### src/rtl/fos_iir_mc.sv
// fos_iir_mc -- time-multiplexed first-order recursive filter section.
//
// Each channel runs y = x + s, s_next = a1 * y. The channels share one
// iterative radix-4 Booth multiplier. A sample is accepted in IDLE, and its
// output is registered on the same edge. The feedback product is then built
// over NITER = ceil(CW/2) MUL cycles and written back to the channel state in
// a single WB cycle.
//
// Ports:
//   clk, reset          clock, synchronous active-high reset
//   in_valid/in_ready   input handshake; in_ch selects the channel, x_in is the sample
//   coef_we/coef_ch     coefficient write strobe and channel, coef_data = a1 (Q1.CW-1)
//   out_valid/out_ready output handshake; out_ch/y_out carry the filtered sample
module fos_iir_mc #(
    parameter int DW  = 32,
    parameter int CW  = 11,
    parameter int NCH = 4,
    parameter int CHW = 2,
    parameter int SAT = 0
) (
    input  logic           clk,
    input  logic           reset,
    input  logic           in_valid,
    output logic           in_ready,
    input  logic [CHW-1:0] in_ch,
    input  logic [DW-1:0]  x_in,
    input  logic           coef_we,
    input  logic [CHW-1:0] coef_ch,
    input  logic [CW-1:0]  coef_data,
    output logic           out_valid,
    input  logic           out_ready,
    output logic [CHW-1:0] out_ch,
    output logic [DW-1:0]  y_out
);

    localparam int NITER = (CW + 1) / 2;
    localparam int MW    = 2 * NITER + 1;       // Booth multiplier bits incl. the implicit 0 below the LSB
    localparam int PW    = DW + 2 * NITER + 2;  // product accumulator, headroom for partial sums
    localparam int ITW   = $clog2(NITER + 1);
    localparam logic [CHW:0] NCH_C = (CHW + 1)'(NCH);

    typedef enum logic [1:0] {IDLE, MUL, WB} state_t;

    // Wraps or clamps a wide signed value into the signed DW range.
    function automatic logic signed [DW-1:0] fit_dw(input logic signed [PW-1:0] v);
        logic signed [PW-1:0] hi;
        logic signed [PW-1:0] lo;
        hi = {{(PW-DW+1){1'b0}}, {(DW-1){1'b1}}};
        lo = {{(PW-DW+1){1'b1}}, {(DW-1){1'b0}}};
        if (SAT != 0 && v > hi) return hi[DW-1:0];
        if (SAT != 0 && v < lo) return lo[DW-1:0];
        return v[DW-1:0];
    endfunction

    // One radix-4 Booth partial product: digit in {-2,-1,0,+1,+2} times m.
    function automatic logic signed [PW-1:0] booth_pp(input logic [2:0] dig,
                                                      input logic signed [PW-1:0] m);
        case (dig)
            3'b001, 3'b010: booth_pp = m;
            3'b011:         booth_pp = m <<< 1;
            3'b100:         booth_pp = -(m <<< 1);
            3'b101, 3'b110: booth_pp = -m;
            default:        booth_pp = '0;
        endcase
    endfunction

    state_t               state, state_nxt;
    logic [ITW-1:0]       iter;
    logic signed [DW-1:0] st_mem   [NCH];
    logic signed [CW-1:0] coef_mem [NCH];

    logic                 ch_ok, coef_ok, accept, mul_last;
    logic signed [DW-1:0] st_sel;
    logic signed [CW-1:0] coef_sel;
    logic signed [DW:0]   sum_p0;
    logic signed [DW-1:0] y_p0;
    logic signed [PW-1:0] y_ext;
    logic signed [MW-2:0] coef_ext;
    logic signed [DW-1:0] s_wb;

    logic signed [PW-1:0] mcand_p1, acc_p1;
    logic [MW-1:0]        mplr_p1;
    logic [CHW-1:0]       ch_p1;

    assign ch_ok    = {1'b0, in_ch} < NCH_C;
    assign coef_ok  = {1'b0, coef_ch} < NCH_C;
    assign in_ready = !reset && (state == IDLE) && (!out_valid || out_ready);
    assign accept   = in_valid && in_ready && ch_ok;
    assign mul_last = (iter == ITW'(NITER - 1));

    // Stage p0: forward sum at accept, at DW+1 bits before wrap/clamp.
    always_comb begin
        st_sel   = st_mem[in_ch];
        coef_sel = coef_mem[in_ch];
        sum_p0   = {st_sel[DW-1], st_sel} + {x_in[DW-1], x_in};
        y_p0     = fit_dw({{(PW-DW-1){sum_p0[DW]}}, sum_p0});
        y_ext    = y_p0;
        coef_ext = coef_sel;
        s_wb     = fit_dw(acc_p1 >>> (CW - 1));
    end

    always_comb begin
        state_nxt = state;
        case (state)
            IDLE:    if (accept) state_nxt = MUL;
            MUL:     if (mul_last) state_nxt = WB;
            WB:      state_nxt = IDLE;
            default: state_nxt = IDLE;
        endcase
    end

    always_ff @(posedge clk) begin
        if (reset) begin
            state <= IDLE;
            iter  <= '0;
        end else begin
            state <= state_nxt;
            if (accept)
                iter <= '0;
            else if (state == MUL)
                iter <= iter + 1'b1;
        end
    end

    // Stage p1: operands latched at accept, then one Booth digit per MUL cycle.
    always_ff @(posedge clk) begin
        if (accept) begin
            mcand_p1 <= y_ext;
            mplr_p1  <= {coef_ext, 1'b0};
            acc_p1   <= '0;
            ch_p1    <= in_ch;
        end else if (state == MUL) begin
            acc_p1   <= acc_p1 + booth_pp(mplr_p1[2:0], mcand_p1);
            mcand_p1 <= mcand_p1 <<< 2;
            mplr_p1  <= mplr_p1 >> 2;
        end
    end

    // Stage p2: writeback of the scaled product; coefficient writes land here too.
    // An accept reads coef_mem before a same-cycle write to it takes effect.
    always_ff @(posedge clk) begin
        if (reset) begin
            for (int i = 0; i < NCH; i++) begin
                st_mem[i]   <= '0;
                coef_mem[i] <= '0;
            end
        end else begin
            if (state == WB)
                st_mem[ch_p1] <= s_wb;
            if (coef_we && coef_ok)
                coef_mem[coef_ch] <= coef_data;
        end
    end

    always_ff @(posedge clk) begin
        if (reset) begin
            out_valid <= 1'b0;
            y_out     <= '0;
            out_ch    <= '0;
        end else if (accept) begin
            out_valid <= 1'b1;
            y_out     <= y_p0;
            out_ch    <= in_ch;
        end else if (out_ready) begin
            out_valid <= 1'b0;
        end
    end

endmodule
### config.mk
export PLATFORM = sky130hd
export DESIGN_NAME = fos_iir_mc
export DESIGN_NICKNAME = d
export VERILOG_FILES = /design/src/rtl/fos_iir_mc.sv
export SDC_FILE = /design/constraint.sdc
export NUM_CORES = 1
export LEC_CHECK = 0
export BUFFER_PORTS_ARGS = -buffer_cell sky130_fd_sc_hd__buf_2
export CORE_MARGIN = 8
export CORE_UTILIZATION = 51
export CTS_BUF_LIST = sky130_fd_sc_hd__clkbuf_8
export CTS_CLUSTER_SIZE = 30
export DETAILED_ROUTE_END_ITERATION = 7
export PLACE_DENSITY = 0.68
export RECOVER_POWER = 25
export SYNTH_ARGS = -nofsm -noshare
export SYNTH_HDL_FRONTEND = slang
export SYNTH_SLANG_ARGS = --single-unit
### constraint.sdc
create_clock -name clk -period 10.97 [get_ports clk]
set_input_delay 1.097 -clock clk [delete_from_list [all_inputs] [get_ports clk]]
set_output_delay 1.097 -clock clk [all_outputs]
set_load 0.01 [all_outputs]
==> results of run 1 <==
[state kept, by name (all words and copies together), names as in the netlist]
register,count
ch_p1,2
st_mem,128
iter,3
mplr_p1,12
out_valid,1
mcand_p1,42
y_out,32
out_ch,2
acc_p1,42
state,2
coef_mem,44
[per-stage QoR]
stage	total power [mW]	setup slack, ns	std cells
after floorplan	2.48	5.03	1942
after global placement	2.85	4.57	2388
after detailed placement	2.87	4.44	2388
after CTS	4.07	4.70	2490
after global routing	4.28	3.39	2490
final	4.07	3.78	2490
[power breakdown]
| group | internal, mW | switching, mW |
|---|---|---|
| clock | 0.681 | 0.508 |
| sequential | 1.41 | 0.185 |
| combinational | 0.504 | 0.784 |
[per-layer routing]
layer	track usage (%)	wire, um
met4	11.1	2420
met3	3.83	3620
met1	31.1	22900
met2	41.2	26100
met5	0	0
[cells in the mapped netlist (5+ instances only)]
master,n
nor2_1,74
a22o_1,16
ha_1,75
and3_1,21
nor4_1,8
a22oi_1,13
clkbuf_1,115
o21ai_1,8
nand2_1,250
o21ai_0,138
a221oi_1,14
o22ai_1,10
a21oi_1,140
a31oi_1,10
nor3b_1,9
o211ai_1,8
a32oi_1,8
mux2_2,5
nand2b_1,7
mux4_2,43
a21o_1,63
a211oi_1,12
dfxtp_1,83
or3_1,16
nor3_1,35
buf_1,13
o21bai_1,11
o31ai_1,9
buf_2,7
nand4_1,16
edfxtp_1,227
nand3_1,36
inv_1,39
o21a_1,13
xor2_1,38
xnor2_1,65
and2_1,179
mux2i_1,15
nor2b_1,8
or2_2,7
[kinds of logic after synthesis]
| logic type | count (synthesis) | share of synthesized area, % |
|---|---|---|
| xor+xnor | 103 | 4.73 |
| simple gates | 692 | 18.8 |
| flops | 310 | 44.4 |
| fa+ha+maj | 77 | 5.13 |
| buf+inv | 178 | 3.67 |
| compound gates | 519 | 17.1 |
| mux | 63 | 6.16 |
[layout by cell type, fill, tap and decap left out, types with 14 or more instances in the layout]
| cell type | netlist | final |
|---|---|---|
| a21o_1 | 63 | 63 |
| a21oi_1 | 140 | 140 |
| a221oi_1 | 14 | 14 |
| a22o_1 | 16 | 16 |
| and2_0 | 0 | 48 |
| and2_1 | 179 | 131 |
| and3_1 | 21 | 21 |
| buf_2 | 7 | 86 |
| buf_4 | 0 | 16 |
| clkbuf_8 | 0 | 61 |
| dfxtp_1 | 83 | 83 |
| edfxtp_1 | 227 | 227 |
| ha_1 | 75 | 75 |
| inv_1 | 39 | 58 |
| mux2i_1 | 15 | 15 |
| mux4_2 | 43 | 43 |
| nand2_1 | 250 | 249 |
| nand3_1 | 36 | 36 |
| nand4_1 | 16 | 16 |
| nor2_1 | 74 | 71 |
| nor3_1 | 35 | 35 |
| o21ai_0 | 138 | 138 |
| or3_1 | 16 | 16 |
| xnor2_1 | 65 | 65 |
| xor2_1 | 38 | 38 |
[worst max-delay path by stage]
| stage | end | slack [ns] | cells after the start |
|---|---|---|---|
| final | mcand_p1[35]$_DFFE_PP_ | 3.78 | 13 |
| after global routing | mcand_p1[38]$_DFFE_PP_ | 3.39 | 13 |
| after CTS | acc_p1[40]$_SDFFE_PP0N_ | 4.70 | 16 |
| after detailed placement | mcand_p1[41]$_DFFE_PP_ | 4.44 | 13 |
| after global placement | mcand_p1[41]$_DFFE_PP_ | 4.57 | 13 |
| after floorplan | mcand_p1[24]$_DFFE_PP_ | 5.03 | 16 |
[layout make-up]
class	count	area share, %
Multi-Input combinational cell	1454	47.4
Clock buffer	61	4.01
Clock inverter	41	1.83
Inverter	40	0.716
Sequential cell	310	40.5
Tap cell	474	2.83
Timing Repair Buffer	110	2.77
[tightest hold or removal path, cell delays in order, from the launching register on]
cell and delay, ns:
dfxtp_1 0.30, nand2_1 0.05, nand2_1 0.04
==> qor.txt, run 1 <==
Period utilization = 65.6%
Synth cell types = 81
Placed Area = 19800 sq um
Worst endpoint required time = 11.30 ns
Die H = 209 um
Gr usage total = 24.6%
Mapped cell area = 19100 sq um
Clock skew = 0.0555 ns
1st-iter DRT viols = 1444
Synthesis-stage register bit count = 310
Area Growth Syn to Fin = 9.82%
Hold EP = y_out[13]$_SDFFE_PP0P_
FFs w/ async S/R, synth = 0%
FF-to-FF setup slack = 4.51 ns
Most used cell, CP = o21ai_0
R2r startpoint = mplr_p1[2]$_DFFE_PP_
Clk slew on worst S/H paths = 0.06 ns
Buffers on Ports = 87
R2R Path End = acc_p1[40]$_SDFFE_PP0N_
Fin Setup TNS = 0 ns
Yosys top cell area share = 35.7%
Total CTS buffers = 54
Crit path from = in_ch[1]
Clk root buf = clkbuf_8
Initial antenna violation count = 0
Pin count of the biggest net entering global routing = 78
Critical-path cell list = buf_2 -> clkbuf_1 -> mux4_2 -> ha_1 -> o21ai_0 -> o21ai_0 -> o2111ai_1 -> a2111oi_0 -> nor3_1 -> o31ai_1 -> a21o_1 -> mux2i_1 -> nand2_1
WHS Path Cells = 2
R2R cell count = 16
VDD IR max = 0.0000980 V
Leak = 8.54 nW
Fmax = 139 MHz
Outcome = finished, violations left
DIE AREA = 43900 sq um
Grt total ovfl = 0
First-pass GRT wire length = 84600 um
Row count = 71
WP buf/inv = 2
Vias in the first global route = 14913
Fin crit period = 7.19 ns
TritonCTS Sinks = 310
TritonRoute pass-1 iters = 6
Post-synth EDFFs = 227
H-tree depth = 2
Post-CTS Setup Bufs = 0
Vias = 15295
Register area share after synthesis = 44.4%
DP HPWL = 38300 um
Critical Path Max Stage Delay = 2.08 ns
Net Count, Synth = 2071
Largest cells by area after synthesis = edfxtp_1 (36%), dfxtp_1 (8.7%), and2_1 (5.9%)
IO Pins = 88
Crit path kind = in -> reg
Worst slew margin = -97.6%
CP max stage cell = clkbuf_1
Multi-input gate area = 9930 sq um
Worst hold path type = reg -> reg
Via/cell ratio = 6.14
Critical Path Source Type = primary input
Initial Util = 51.3%
Final Net Count = 2099
Avg Inst Size Synth = 9.83 sq um
Critical-path maximum fanout = 45
Post-layout util = 56.3%
Final wirelength = 55000 um
GPL Wtd Cong = 0.949
Final Setup Violations = 0
DRC viols = 0
Synth area leader = edfxtp_1
Core ar. = 37200 sq um
Ant. Diodes = 0
PD cells = 194 nW/um^2
YS warnings = 0
Prevailing post-synth register cell = edfxtp_1
Hold_buf cts = 0
Least-Margin Pin Slew = 2.96 ns
Die Span X = 209 um
Final hold violations = 0
Layout cell share with drive strength beyond 1 = 12.7%
Post-route cell area = 21000 sq um
CTS tree = done
Cells after Synth = 1942
ANT nets after route = 0
CP arrival = 7.52 ns
RSZ-0062 raised after global routing = no
CTS resizes = 0
Max-slew violations = 146
Routed length per instance = 22.1 um
Max-capacitance violation count = 4
Hold Startpoint = y_out[13]$_SDFFE_PP0P_
Critical Path End Type = flip-flop
FILL cells = 3255
Violated checks = capacitance limit, slew limit
CTS Buffer Depth = 3
Register Area = 8480 sq um
Top Family by Delay on Critical Path = compound AO/OA/AOI/OAI gates
Hold_ws = 0.437 ns
Later-pin clock latency in the skew report = 0.67 ns
No activity file was read; power rests on OpenSTA's default activity.
==> run 2, diff against run 1 <==
- PLACE_DENSITY: 0.68 -> 0.71
- clock period: 10.97 -> 6 ns (I/O delays scaled with it)
==> qor.txt, run 2 (synthesis gave the netlist of run 1 again) <==
Outcome = finished, violations left
Violated checks = capacitance limit, slew limit
DIE AREA = 43900 sq um (unchanged)
H-tree depth = 2 (unchanged)
IO Pins = 88 (unchanged)
Critical-path maximum fanout = 10 (-78%)
TritonRoute pass-1 iters = 5 (-1)
Biggest regs = st_mem (128), coef_mem (44)
Leak = 8.56 nW (+0.17%)
Worst hold path type = in -> reg
Core ar. = 37200 sq um (unchanged)
Later-pin clock latency in the skew report = 0.63 ns (-0.04 ns)
Clk root buf = clkbuf_8
Worst endpoint required time = 6.57 ns (-4.73 ns)
Power, Total = 7.18 mW (+77%)
Pin count of the biggest net entering global routing = 76 (-2.6%)
DP HPWL = 38700 um (+0.86%)
Row count = 71 (unchanged)
CP arrival = 6.02 ns (-1.50 ns)
Most flops, register = st_mem
Clock skew = 0.0266 ns (-0.0289 ns)
ANT nets after route = 0 (unchanged)
Period utilization = 90.9%
CTS Buffer Depth = 3 (unchanged)
Routed length per instance = 21.7 um (-1.8%)
Crit path kind = reg -> reg
VDD IR max = 0.000203 V (+110%)
Clk slew on worst S/H paths = 0.08 ns (+0.02 ns)
Final wirelength = 54200 um (-1.5%)
Fmax = 183 MHz
CTS tree = done
Max-capacitance violation count = 6 (+2)
Area Growth Syn to Fin = 9.43%
Post-CTS Setup Bufs = 0 (unchanged)
CTS resizes = 0 (unchanged)
Final Setup Violations = 0 (unchanged)
Die Span X = 209 um (unchanged)
Max reg flops = 128 (unchanged)
Most common cell after layout, fill and taps aside = nand2_1
First-pass GRT wire length = 84700 um (+0.15%)
Via/cell ratio = 6.08 (-1.1%)
Post-route cell area = 20900 sq um (-0.35%)
Post-layout util = 56.1% (-0.20 points)
Gr usage total = 24.4% (-0.11 points)
Vias = 15182 (-0.74%)
Least-Margin Pin Slew = 2.12 ns (-0.848 ns)
Max-slew violations = 186 (+27%)
Ant. Diodes = 0 (unchanged)
Total CTS buffers = 53 (-1.9%)
Vias in the first global route = 14788 (-0.84%)
RSZ-0062 raised after global routing = no
Fin Setup TNS = 0 ns (unchanged)
Final Net Count = 2111 (+0.57%)
Fin crit period = 5.46 ns
Buffers on Ports = 87 (unchanged)
Commonest non-fill, non-tap cells in the layout = nand2_1 (249), edfxtp_1 (227), and2_1 (142)
1st-iter DRT viols = 1319 (-8.7%)
TritonCTS Sinks = 310 (unchanged)
Hold_buf cts = 0 (unchanged)
PD cells = 344 nW/um^2 (+77%)
Final hold violations = 0 (unchanged)
Layout cell share with drive strength beyond 1 = 13.0% (+0.29 points)
Initial antenna violation count = 0 (unchanged)
DRC viols = 0 (unchanged)
Hold_ws = 0.275 ns (-0.162 ns)
Grt total ovfl = 0 (unchanged)
Critical Path End Type = flip-flop
Initial Util = 51.3% (unchanged)
Placed Area = 19900 sq um (+0.46%)
Critical Path Source Type = flip-flop
Die H = 209 um (unchanged)
Worst slew margin = -41.1% (+57 points)
GPL Wtd Cong = 0.922 (-2.9%)
## run 2: changes by cell type in the layout (fill, tap and decap cells not counted), sizes merged
cell	change
buf	+13
bufinv	-5
inv	+5
clkinv	-4
## run 2: report_power, final
part | internal, mW | total (mW) | switching (mW)
combinational | 0.929 | 2.38 | 1.45
sequential | 2.57 | 2.89 | 0.323
clock | 1.02 | 1.90 | 0.885
total | 4.52 | 7.18 | 2.66
## run 2: area by class of cell
class,instances,area (sq um)
sequential,310,8480
inverter,40,150
multi-input combinational,1454,9920
clock buffer,61,840
tap,474,593
timing repair buffer,123,683
clock inverter,37,216
fill,3198,16300
## run 2: final timing paths
kind | from | end | slack, ns | depth (start not counted)
min | coef_data[9] | coef_mem[1][9]$_SDFFCE_PN0P_ | 0.27 | 2
max reg2reg | mcand_p1[0]$_SDFFCE_PN0P_ | acc_p1[41]$_SDFFE_PP0N_ | 0.54 | 20
max | mcand_p1[0]$_SDFFCE_PN0P_ | acc_p1[41]$_SDFFE_PP0N_ | 0.54 | 20
min reg2reg | y_out[23]$_SDFFE_PP0P_ | y_out[23]$_SDFFE_PP0P_ | 0.44 | 2
## run 2: critical path: stages (launching register included)
cell and delay [ns]:
edfxtp_1 0.45, inv_1 0.11, ha_1 0.24, or3b_1 0.50, nand4bb_4 0.34, or3_4 0.46
or4_1 0.46, or3_1 0.36, a21oi_1 0.17, o221ai_1 0.14, o22ai_1 0.28, ha_1 0.39
a21o_1 0.22, a21o_1 0.18, a21oi_1 0.15, nor2_1 0.08, a41oi_1 0.15, o21ai_0 0.14
a211o_1 0.26, and3b_1 0.19, nor3_2 0.13
## run 2: per-stage QoR
step,instances,setup WS (ns)
floorplan,1942,0.554
global placement,2401,0.779
detailed placement,2401,0.609
CTS,2499,0.589
global route,2499,0.113
finish,2499,0.544
## run 2: metal layers
layer	vias up	GRT usage [%]	share of wire [%]
met5	-	0	0
met4	0	10.4	3.9
met3	87	4.00	6.7
met2	539	40.4	47
met1	7350	31.5	42
li1	7206	-	-
==> run 3, diff against run 2 <==
- CORE_ASPECT_RATIO: not set -> 0.6
==> qor.txt, run 3 (synthesis gave the netlist of run 1 again) <==
Routed length per instance = 22.9 um (+5.6%)
Comb power frac = 33.7% (+0.5 points)
Internal = 4.48 mW (-0.91%)
IO Pins = 88 (unchanged)
Later-pin clock latency in the skew report = 0.63 ns (about the same)
Most common cell after layout, fill and taps aside = nand2_1
ANT nets after route = 0 (unchanged)
Gr usage total = 25.7% (+1.3 points)
Post-layout util = 56.2% (+0.090 points)
FILL cells = 3290 (+2.9%)
Die H = 166 um (-21%)
Vias in the first global route = 14587 (-1.4%)
Fin crit period = 5.47 ns (+0.0101 ns)
Final Non-Filler Cells = 2543 (+1.8%)
Critical-path maximum fanout = 9 (-1)
Max-slew violations = 188 (+1.1%)
Clk root buf = clkbuf_8
DP HPWL = 41400 um (+7.2%)
Total CTS buffers = 48 (-9.4%)
Period utilization = 91.1% (+0.17 points)
Row count = 55 (-23%)
Initial Util = 51.2% (-0.10 points)
Biggest regs = st_mem (128), coef_mem (44)
DRC viols = 0 (unchanged)
Core ar. = 37300 sq um (+0.21%)
Most flops, register = st_mem
Violated checks = capacitance limit, slew limit
Via/cell ratio = 6.17 (+1.5%)
GPL Wtd Cong = 0.928 (+0.61%)
Commonest non-fill, non-tap cells in the layout = nand2_1 (249), edfxtp_1 (227), a21oi_1 (140)
Layout cell share with drive strength beyond 1 = 13.4% (+0.37 points)
TritonRoute pass-1 iters = 6 (+1)
Clk slew on worst S/H paths = 0.07 ns (about the same)
Worst hold path type = in -> reg
Outcome = finished, violations left
Max reg flops = 128 (unchanged)
CP arrival = 6.00 ns (-0.02 ns)
RSZ-0062 raised after global routing = no
Worst slew margin = -83.5% (-42 points)
CTS resizes = 0 (unchanged)
Sw Share = 37.7% (+0.60 points)
Crit path kind = reg -> reg
Setup WS post-layout = 0.534 ns (-0.0101 ns)
CTS tree = done
Final hold violations = 0 (unchanged)
Die Span X = 266 um (+27%)
Vias = 15682 (+3.3%)
Post-CTS Setup Bufs = 0 (unchanged)
DIE AREA = 44100 sq um (+0.46%)
Worst endpoint required time = 6.53 ns (-0.04 ns)
Max-capacitance violation count = 5 (-1)
Critical Path Source Type = flip-flop
Pin count of the biggest net entering global routing = 67 (-12%)
Clock skew = 0.0424 ns (+0.0158 ns)
PD cells = 343 nW/um^2 (-0.31%)
Final wirelength = 58300 um (+7.5%)
Sequential Power Share = 40.3% (about the same)
Hold_buf cts = 0 (unchanged)
Grt total ovfl = 0 (unchanged)
1st-iter DRT viols = 1780 (+35%)
Net Switching = 2.71 mW (+1.7%)
Area Growth Syn to Fin = 9.83%
First-pass GRT wire length = 89300 um (+5.4%)
Fin Setup TNS = 0 ns (unchanged)
TritonCTS Sinks = 310 (unchanged)
Placed Cells = 2456 (+2.3%)
Buffers on Ports = 87 (unchanged)
Pre-CTS setup slack = 0.697 ns (+0.0881 ns)
Clock Power Share = 26.0% (-0.5 points)
VDD IR max = 0.000205 V (+0.88%)
CTS Buffer Depth = 3 (unchanged)
Power, Total = 7.18 mW (about the same)
H-tree depth = 2 (unchanged)
Initial antenna violation count = 3 (+3)
Final Net Count = 2122 (+0.52%)
Leak = 8.51 nW (-0.58%)
Fmax = 183 MHz (-0.18%)
Final Setup Violations = 0 (unchanged)
Least-Margin Pin Slew = 2.75 ns (+0.637 ns)
Critical Path End Type = flip-flop
==> run 3: changes by cell type in the layout (fill, tap and decap cells not counted), sizes merged <==
cell	change
bufinv	+2
clkinvlp	+2
clkbuf	-6
clkinv	+10
inv	-15
buf	+11
diode	+1
==> run 3: layout make-up <==
cell class	count	area (sq um)	share of cell area (%)
well taps	513	642	3.06
multi-input cells	1454	9930	47.4
clock inverters	36	279	1.33
repair buffers	139	795	3.79
flip-flops and latches	310	8480	40.4
diodes	1	2.50	0.0119
inverters	40	150	0.716
clock buffers	50	688	3.28
==> run 3: metrics by stage <==
step	hold WS (ns)	instance area (sq um)
2_1_floorplan	0.436	19100
3_3_place_gp	0.427	20000
3_5_place_dp	0.436	20000
4_1_cts	0.284	21000
5_1_grt	0.307	21000
6_report	0.301	21000
==> run 3: power groups by stage <==
stage,Clock [mW],Combinational (mW),Sequential [mW]
3_5_place_dp,0,2.37,2.93
2_1_floorplan,0,1.77,2.77
5_1_grt,1.98,2.67,2.93
4_1_cts,1.89,2.38,2.89
6_report,1.87,2.42,2.90
3_3_place_gp,0,2.34,2.92
==> run 3: path summary, 6_finish.rpt <==
path                          startpoint                      endpoint  slack (ns)  cells past startpoint
setup reg to reg   mcand_p1[2]$_DFFE_PP_       acc_p1[41]$_SDFFE_PP0N_        0.53                     20
setup / recovery   mcand_p1[2]$_DFFE_PP_       acc_p1[41]$_SDFFE_PP0N_        0.53                     20
hold / removal              coef_data[0]  coef_mem[2][0]$_SDFFCE_PN0P_        0.30                      2
hold reg to reg   y_out[29]$_SDFFE_PP0P_        y_out[29]$_SDFFE_PP0P_        0.44                      2
==> run 3: worst max-delay path: stages (launching register included) <==
cell,delay [ns]
edfxtp_1,0.54
nor4_2,0.63
nand4_1,0.18
buf_4,0.22
nor2_1,0.28
and3_1,0.35
nand2_1,0.19
o31ai_1,0.31
xnor2_1,0.13
a221oi_1,0.30
a31oi_1,0.07
ha_1,0.45
nand4_1,0.20
nor3_1,0.33
nand2_1,0.09
o31ai_1,0.11
a21oi_1,0.15
o21ai_0,0.31
o211ai_1,0.16
and3b_1,0.22
nor3_2,0.13
==> run 3: metal layers <==
metal / up-vias / wire, um / GRT usage (%)
met3: 97 / 6450 / 6.60
met1: 7561 / 26300 / 39.1
met2: 799 / 24000 / 35.5
met4: 0 / 1540 / 7.21
met5: - / 0 / 0
li1: 7225 / - / -
